==> config.mk <==
export PLATFORM = sky130hd
export DESIGN_NAME = serial_subtractor
export DESIGN_NICKNAME = d
export VERILOG_FILES = /design/src/rtl/serial_sub_pkg.sv /design/src/rtl/full_subtractor.sv /design/src/rtl/half_subtractor.sv /design/src/rtl/serial_subtractor.sv
export SDC_FILE = /design/constraint.sdc
export NUM_CORES = 1
export LEC_CHECK = 0
export CAP_MARGIN = 25
export CORE_MARGIN = 1.5
export CORE_UTILIZATION = 49
export CTS_BUF_LIST = sky130_fd_sc_hd__clkbuf_2
export CTS_CLUSTER_SIZE = 14
export DETAILED_ROUTE_END_ITERATION = 8
export PLACE_DENSITY = 0.87
export SLEW_MARGIN = 25
export SYNTH_ARGS = -nofsm -noshare
export SYNTH_HDL_FRONTEND = slang
export SYNTH_HIERARCHICAL = 1
export SYNTH_SLANG_ARGS = --single-unit
==> constraint.sdc <==
create_clock -name clk -period 1.4 [get_ports clk]
set_clock_uncertainty 0.05 [all_clocks]
set_input_delay 0.28 -clock clk [delete_from_list [all_inputs] [get_ports clk]]
set_output_delay 0.28 -clock clk [all_outputs]
set_load 0.02 [all_outputs]
==> src/rtl/serial_sub_pkg.sv <==
// Shared definitions for the bit-serial subtractor: FSM state encoding.
package serial_sub_pkg;

    typedef logic [1:0] state_t;

    localparam state_t S_IDLE  = 2'd0;
    localparam state_t S_SHIFT = 2'd1;
    localparam state_t S_DONE  = 2'd2;

endpackage

==> src/rtl/full_subtractor.sv <==
// One-bit full subtractor built from two chained half subtractors.
module full_subtractor (
    input  logic A,
    input  logic B,
    input  logic Bin,
    output logic Diff,
    output logic Bout
);

    logic d1;
    logic b1;
    logic b2;

    half_subtractor u_hs_ab (
        .A    (A),
        .B    (B),
        .Diff (d1),
        .Bout (b1)
    );

    // Second stage subtracts the incoming borrow from the partial difference.
    half_subtractor u_hs_bin (
        .A    (d1),
        .B    (Bin),
        .Diff (Diff),
        .Bout (b2)
    );

    assign Bout = b1 | b2;

endmodule

==> src/rtl/half_subtractor.sv <==
// One-bit half subtractor: Diff = A - B, Bout set when A < B.
module half_subtractor (
    input  logic A,
    input  logic B,
    output logic Diff,
    output logic Bout
);

    assign Diff = A ^ B;
    assign Bout = ~A & B;

endmodule

==> src/rtl/serial_subtractor.sv <==
// Bit-serial unsigned subtractor: Diff = A - B, LSB first, one bit per clock,
// with a start/busy/done handshake.
module serial_subtractor
    import serial_sub_pkg::*;
#(
    parameter int WIDTH = 8
) (
    input  logic             clk,
    input  logic             rst,
    input  logic             start,
    input  logic [WIDTH-1:0] A,
    input  logic [WIDTH-1:0] B,
    output logic             busy,
    output logic             done,
    output logic [WIDTH-1:0] Diff,
    output logic             Bor
);

    localparam int CW = $clog2(WIDTH) + 1;

    state_t         state;
    state_t         state_next;
    logic [WIDTH-1:0] a_sh;
    logic [WIDTH-1:0] b_sh;
    logic [WIDTH-1:0] res;
    logic           bor;
    logic [CW-1:0]  count;
    logic           d;
    logic           bnext;
    logic           last;

    assign last = (count == CW'(WIDTH - 1));

    full_subtractor u_fs (
        .A    (a_sh[0]),
        .B    (b_sh[0]),
        .Bin  (bor),
        .Diff (d),
        .Bout (bnext)
    );

    always_ff @(posedge clk) begin
        if (rst) begin
            state <= S_IDLE;
        end else begin
            state <= state_next;
        end
    end

    always_comb begin
        state_next = state;
        case (state)
            S_IDLE:  if (start) state_next = S_SHIFT;
            S_SHIFT: if (last)  state_next = S_DONE;
            S_DONE:  state_next = S_IDLE;
            default: state_next = S_IDLE;
        endcase
    end

    always_comb begin
        busy = (state == S_SHIFT);
        done = (state == S_DONE);
    end

    always_ff @(posedge clk) begin
        if (rst) begin
            a_sh  <= '0;
            b_sh  <= '0;
            res   <= '0;
            bor   <= 1'b0;
            count <= '0;
            Diff  <= '0;
            Bor   <= 1'b0;
        end else begin
            case (state)
                S_IDLE: begin
                    if (start) begin
                        a_sh  <= A;
                        b_sh  <= B;
                        res   <= '0;
                        bor   <= 1'b0;
                        count <= '0;
                    end
                end
                S_SHIFT: begin
                    a_sh  <= {1'b0, a_sh[WIDTH-1:1]};
                    b_sh  <= {1'b0, b_sh[WIDTH-1:1]};
                    res   <= {d, res[WIDTH-1:1]};
                    bor   <= bnext;
                    count <= count + CW'(1);
                    // Publish on the final bit so Diff/Bor are valid during DONE.
                    if (last) begin
                        Diff <= {d, res[WIDTH-1:1]};
                        Bor  <= bnext;
                    end
                end
                default: ;
            endcase
        end
    end

endmodule

### After elaboration in Yosys (flattened, before gate mapping)

Index checks and enable logic that the tools add are counted.

* register bits after elaboration: 40
* input port bits: 19
* output and inout port bits: 11

* $add $sub $neg: 1
* equality and inequality tests: 5
* mux-type cells: 13
* bitwise logic cells: 7
* reduce and logical (&&, ||, !) cells: 5

Operators by type and width (number)
* one-hot mux 8 bit (2 select lines): 3
* two-way mux 8 bit: 3
* one-hot mux 4 bit (2 select lines): 1
* AND reduction 2 bit: 3
* adder 4 x 1 -> 4 bit (second input constant): 1
* == test 4 x 3 -> 1 bit (second input constant): 1
* two-way mux 2 bit: 2
* two-way mux 4 bit: 1
* one-hot mux 2 bit (2 select lines): 1
* AND 1 bit: 2
* == test 2 x 1 -> 1 bit (second input constant): 1
* == test 2 bit (second input constant): 1
* zero test 2 bit: 1
* inequality test 2 x 1 -> 1 bit (second input constant): 1
* inequality test 2 bit (second input constant): 1
* inverter 1 bit: 2
* one-hot mux 1 bit (2 select lines): 1
* nonzero test 2 bit: 1
* bitwise XOR 1 bit: 2
* two-way mux 1 bit: 1
* bitwise OR 1 bit: 1

### Logic depth before layout (Yosys ltp)

Gate-level depths: netlist of the first run.

* depth after elaboration: 5
* depth in mapped cells: 8
* depth with buffers taken out: 8

### Cells and area by module

The synthesis of the first run kept the hierarchy.

Modules (own cells, without submodules)
* serial_subtractor: instances 1, cells each 183, area each 1666.6 µm², sequential area each 780.7 µm²
* half_subtractor: instances 2, cells each 3, area each 20.0 µm², sequential area each 0.0 µm²
* full_subtractor: instances 1, cells each 1, area each 6.3 µm², sequential area each 0.0 µm²

### Worst setup path after synthesis of the first run

No wires, ideal clock.

* path kind: register to register
* from: register a_sh[0]
* to: register bor
* arrival time: 1.289 ns
* required time: 1.222 ns
* slack: -0.067 ns
* stages on the path, launching flop included: 9
* path buffers: 0
* clock period less this slack: 1.467 ns
* path through: dfxtp_1 -> inv_1 -> ha_1 -> inv_1 -> inv_1 -> ha_1 -> or2_1 -> a22oi_1 -> nor2_1

* word-level cells in the longest chain between the ends: 5
* elaborated cells on any way between the ends: 7
* classes of those cells: mux (1); bitwise (6)

RTL lines
* from (decl): line serial_subtractor.sv:23 `logic [WIDTH-1:0] a_sh;`
* from (signal assigned): line serial_subtractor.sv:86 `a_sh <= {1'b0, a_sh[WIDTH-1:1]};`
* bitwise XOR 1 bit: line half_subtractor.sv:9 `assign Diff = A ^ B;`
* named net u_fs.d1: line full_subtractor.sv:10 `logic d1;`
* inverter 1 bit: line half_subtractor.sv:10 `assign Bout = ~A & B;`
* AND 1 bit: line half_subtractor.sv:10
* named net u_fs.b2: line full_subtractor.sv:12 `logic b2;`
* bitwise OR 1 bit: line full_subtractor.sv:29 `assign Bout = b1 | b2;`
* named net bnext: line serial_subtractor.sv:29 `logic bnext;`
* one-hot mux 1 bit (2 select lines): line serial_subtractor.sv:75 `case (state)`
* to (signal assigned): line serial_subtractor.sv:89 `bor <= bnext;`
* to (decl): line serial_subtractor.sv:26 `logic bor;`

The timed path passes the listed nets, and every way through them passes these cells.
A chain may end at the register's enable or synchronous reset.

### Worst setup path after layout of the first run

* from: register state[1]
* to: output done

* word-level cells in the longest chain between the ends: 1

RTL lines
* from (decl): line serial_subtractor.sv:21 `state_t state;`
* from (signal assigned): line serial_subtractor.sv:46 `state <= state_next;`
* == test 2 bit: line serial_subtractor.sv:62 `done = (state == S_DONE);`
* to (decl): line serial_subtractor.sv:14 `output logic done,`

No other way between the ends.

==> results.md, run 1 <==
- The fraction of met3 tracks used by global routing is 5.43%.
- The sequential cell area is 797 um^2.
- The initial utilization of the core area, before any placement, comes to 51.3%.
- The detailed router placed 1,495 vias in this run.
- Setup violations remaining at the end of the flow were counted as 4.
- Global routing consumed, on the met2 layer, 32.3% of the routing resources.
- The number of antenna violations at the first check in global routing is 0.
- The critical path arrival is 1.15 ns.
- Of the cells placed in the final design, the portion with a size suffix greater than 1 is 31.4%.
- The CTS H-tree depth is 2.
- From bottom edge to top edge, the die measures 62.1 um.
- The multi-input combinational cells in the finished layout cover a total of 928 um^2.
- For this run, the number of standard cells in the final layout without fillers is 275.
- Setup total negative slack on the finished layout was measured at -0.140 ns.
- The final weighted congestion in routability-driven placement is 0.768.
- On the critical path the largest part of the delay comes from flip-flops.
- The final clock period utilization by the worst path is 105%.
- Clock tree synthesis inserted a total of 5 buffers.
- The most prevalent standard cell on the critical path is sky130_fd_sc_hd__buf_6.
- At the pin with the least slew margin, the transition time is 0.317 ns.
- The min-delay analysis places its worst path in the category primary input to flip-flop.
- The final layout contains 250 nets.
- The register bit count reported by yosys is 39.
- The post-placement setup slack is -0.233 ns.
- The largest single stage delay on the critical path is 0.39 ns.
- After clock tree synthesis, the clock-pin slew on the worst setup and hold paths is 0.20 ns.
- The most used routing layer is met2.
- The maximum operating frequency is 0.677 GHz.
- The number of placement rows is 21.
- Walking the worst path, the cells encountered are buf_6, nor2b_4, buf_6.
- On the final layout, the worst hold slack is 0.356 ns.
- The routed length per placed instance is 13.9 um.
- The diode insertion count for antenna repair is 0.
- The count of buffers added on input and output ports is 29.
- After detailed placement, the design holds a cell count of 263.
- The static power due to leakage is 0.885 nW.
- A synthesized cell averages 9.02 um^2.
- The number of buffers and inverters on the critical path is 2.
- The final critical delay including setup and external delays is 1.48 ns.
- The cell area after placement is 2090 um^2.
- After synthesis the cells add up to 1710 um^2.
- The routed via count divided by cell count is 5.44.
- The later pin in the worst-skew pair is clocked with a latency of 0.41 ns.
- Wires add up to 3820 um.
- The maximum number of pins on one net before global-route repair is 42.
- The post-route DRC violation count is 0.
- The die is 62.1 um wide.
- In the global route stage, met1 resource usage came out at 22.3%.
- The final HPWL from detailed placement is 2250 um.
- The total area inside the core boundary comes to 3340 um^2.
- After routing the design area is 2300 um^2.
- The via count of the first global-routing pass is 1,400.
- The flow ran to the end, but the final reports show violations.
- The number of nets in the synthesized netlist is 212.
- CTS saw 39 sinks.
- The final number of hold-violating endpoints was 0.
- The area of the die is 3860 um^2.
- Data on the critical path is required at its endpoint by 1.07 ns.
- Of all nets on the critical path, the largest fanout is 3.
- In this run the tightest slew margin relative to its limit is 78.8%.
- Setup repair after global routing could not meet its margin everywhere.
- For this design, the slowest cell found on the critical path is sky130_fd_sc_hd__dfxtp_2.
- Relative to the synthesized area, the layout overhead comes to 34.2%.
- The final worst setup slack is -0.0764 ns.
- The cell chosen for the clock root is sky130_fd_sc_hd__clkbuf_2.
- Fill cells in the final layout number 248.
- The count of final max-slew check failures is 0.
- After global routing the overflow that remains totals 0.
- The deepest clock path buffer count is 2.
- The synthesis warning total is 6.
- In this run, the number of DRC markers left after iteration 0 of detailed routing was 68.
- The worst voltage drop across the vdd grid is 0.000478 V.
- The synthesized netlist cell count is 190.
- The top cell types in the final layout, fill and taps aside, are sky130_fd_sc_hd__dfxtp_1 (28), sky130_fd_sc_hd__nor2_1 (25), sky130_fd_sc_hd__nand2b_1 (19).
- The count of unique library cells instantiated by Yosys is 30.
- STA classifies the critical path endpoint as a primary output.
- STA classifies the critical path startpoint as a flip-flop.
- The number of iterations in the first detailed-routing pass is 4.
- The critical path is of the flip-flop to primary output type.
- The final antenna-violating net count is 0.
- The total power density per cell area is 891 nW/um^2.
- Summing the sequential cell areas from Yosys gives 45.6% of the chip area.
- Overall power consumption after layout is estimated at 2.05 mW.
- The TritonCTS clock tree is yes.
- The number of top-level design ports is 30.
- Once layout is complete, the utilization of the core stands at 68.9%.
- The checks that failed: setup timing.
- The overall track demand over capacity in global routing is 19.1%.
- The leading cell type in the layout, fill and taps excluded is sky130_fd_sc_hd__dfxtp_1.
- The tool flagged a number of max-cap violations equal to 0.
- The wire length of the first global-routing pass is 5970 um.
==> report_power, final <==
group | switching (mW) | internal, mW | leakage [nW]
logic | 0.182 | 0.195 | 0.533
registers | 0.0373 | 1.16 | 0.324
clock network | 0.354 | 0.120 | 0.0281
==> routing by layer <==
layer / part of all wire, % / vias to the layer above
met5: 0 / -
met4: 1.9 / 0
met3: 5.5 / 8
met2: 52 / 50
met1: 41 / 709
li1: - / 728
==> timing repair <==
action / in CTS / in global routing
gates resized for setup: 49 / 39
endpoints found under the setup margin: 30 / 37
hold buffers: 0 / 0
hold endpoints to repair: 0 / 0
buffers inserted: 1 / 1
pin swaps: 4 / 11
gates cloned: 0 / 2
==> path summary, 6_finish.rpt <==
| check | startpoint | end | slack, ns | depth (start not counted) |
|---|---|---|---|---|
| setup / recovery | state[1]$_SDFFE_PP0P_ | done | -0.08 | 3 |
| hold / removal | A[6] | a_sh[6]$_SDFFE_PP0P_ | 0.36 | 3 |
| setup reg to reg | a_sh[0]$_SDFFE_PP0P_ | bor$_SDFFE_PP0P_ | -0.01 | 8 |
| hold reg to reg | Diff[2]$_SDFFE_PP0P_ | Diff[2]$_SDFFE_PP0P_ | 0.43 | 2 |
==> area by class of cell <==
cell class | count | area share [%]
Multi-Input combinational cell | 132 | 40.4
Sequential cell | 39 | 34.7
Timing Repair Buffer | 45 | 19.9
Tap cell | 46 | 2.50
Clock buffer | 6 | 1.31
Inverter | 5 | 0.925
Clock inverter | 2 | 0.327
==> cell usage after synthesis <==
cell | number | area share [%]
sky130_fd_sc_hd__and3_4 | 1 | 0.66
sky130_fd_sc_hd__a211oi_1 | 15 | 6.6
sky130_fd_sc_hd__o211a_1 | 1 | 0.58
sky130_fd_sc_hd__o21ba_2 | 1 | 0.58
sky130_fd_sc_hd__and2b_1 | 1 | 0.44
sky130_fd_sc_hd__nor2b_1 | 2 | 0.73
sky130_fd_sc_hd__or2_1 | 1 | 0.37
sky130_fd_sc_hd__a21oi_1 | 17 | 5.0
sky130_fd_sc_hd__or3_1 | 1 | 0.37
sky130_fd_sc_hd__a22oi_1 | 9 | 3.9
sky130_fd_sc_hd__nor3_1 | 1 | 0.29
sky130_fd_sc_hd__dfxtp_1 | 39 | 46
sky130_fd_sc_hd__o21bai_4 | 1 | 1.1
sky130_fd_sc_hd__inv_1 | 4 | 0.88
sky130_fd_sc_hd__nand3b_1 | 1 | 0.44
sky130_fd_sc_hd__clkbuf_2 | 1 | 0.29
sky130_fd_sc_hd__nand2b_1 | 20 | 7.3
sky130_fd_sc_hd__mux2i_1 | 9 | 5.3
sky130_fd_sc_hd__ha_1 | 3 | 2.2
sky130_fd_sc_hd__and4bb_2 | 1 | 0.73
sky130_fd_sc_hd__a31oi_1 | 1 | 0.37
sky130_fd_sc_hd__a21o_1 | 1 | 0.44
sky130_fd_sc_hd__inv_4 | 1 | 0.37
sky130_fd_sc_hd__nand2_1 | 16 | 3.5
sky130_fd_sc_hd__clkbuf_1 | 6 | 1.3
sky130_fd_sc_hd__nand3_1 | 2 | 0.58
sky130_fd_sc_hd__buf_6 | 5 | 3.3
sky130_fd_sc_hd__a311oi_1 | 1 | 0.51
sky130_fd_sc_hd__nor2_1 | 25 | 5.5
sky130_fd_sc_hd__buf_2 | 3 | 0.88
==> worst register-to-register path: stages, from the launching register on <==
cell and delay [ns]:
sky130_fd_sc_hd__dfxtp_2 0.38, sky130_fd_sc_hd__inv_2 0.04, sky130_fd_sc_hd__ha_4 0.20, sky130_fd_sc_hd__inv_2 0.05, sky130_fd_sc_hd__inv_2 0.04, sky130_fd_sc_hd__ha_4 0.14
sky130_fd_sc_hd__or2_4 0.23, sky130_fd_sc_hd__a22oi_2 0.16, sky130_fd_sc_hd__nor2_1 0.05
==> registers in the layout, indices dropped and copies added (netlist names) <==
| register | cells |
|---|---|
| Bor | 1 |
| Diff | 8 |
| a_sh | 8 |
| b_sh | 8 |
| bor | 1 |
| count | 4 |
| res | 7 |
| state | 2 |
==> cell families (layout without fill, tap and decap cells) <==
logic type	after synthesis	in the layout	share of synthesized area (%)
buffers and inverters	20	58	7.01
and+or+nand+nor	72	73	20.9
muxes	9	9	5.26
adders and majority gates	3	3	2.19
AOI/OAI and AO/OA	47	47	19.1
DFF	39	39	45.6
No activity file was read; power rests on OpenSTA's default activity.
==> run 2, diff against run 1 <==
--- a/config.mk
+++ b/config.mk
@@ -11,6 +11,7 @@
 export CTS_BUF_LIST = sky130_fd_sc_hd__clkbuf_2
 export CTS_CLUSTER_SIZE = 14
 export DETAILED_ROUTE_END_ITERATION = 8
+export GPL_ROUTABILITY_DRIVEN = 0
 export PLACE_DENSITY = 0.87
 export SLEW_MARGIN = 25
 export SYNTH_ARGS = -nofsm -noshare
==> results of run 2 <==
No change in the layout: final DEF, timing and power equal those of run 1.
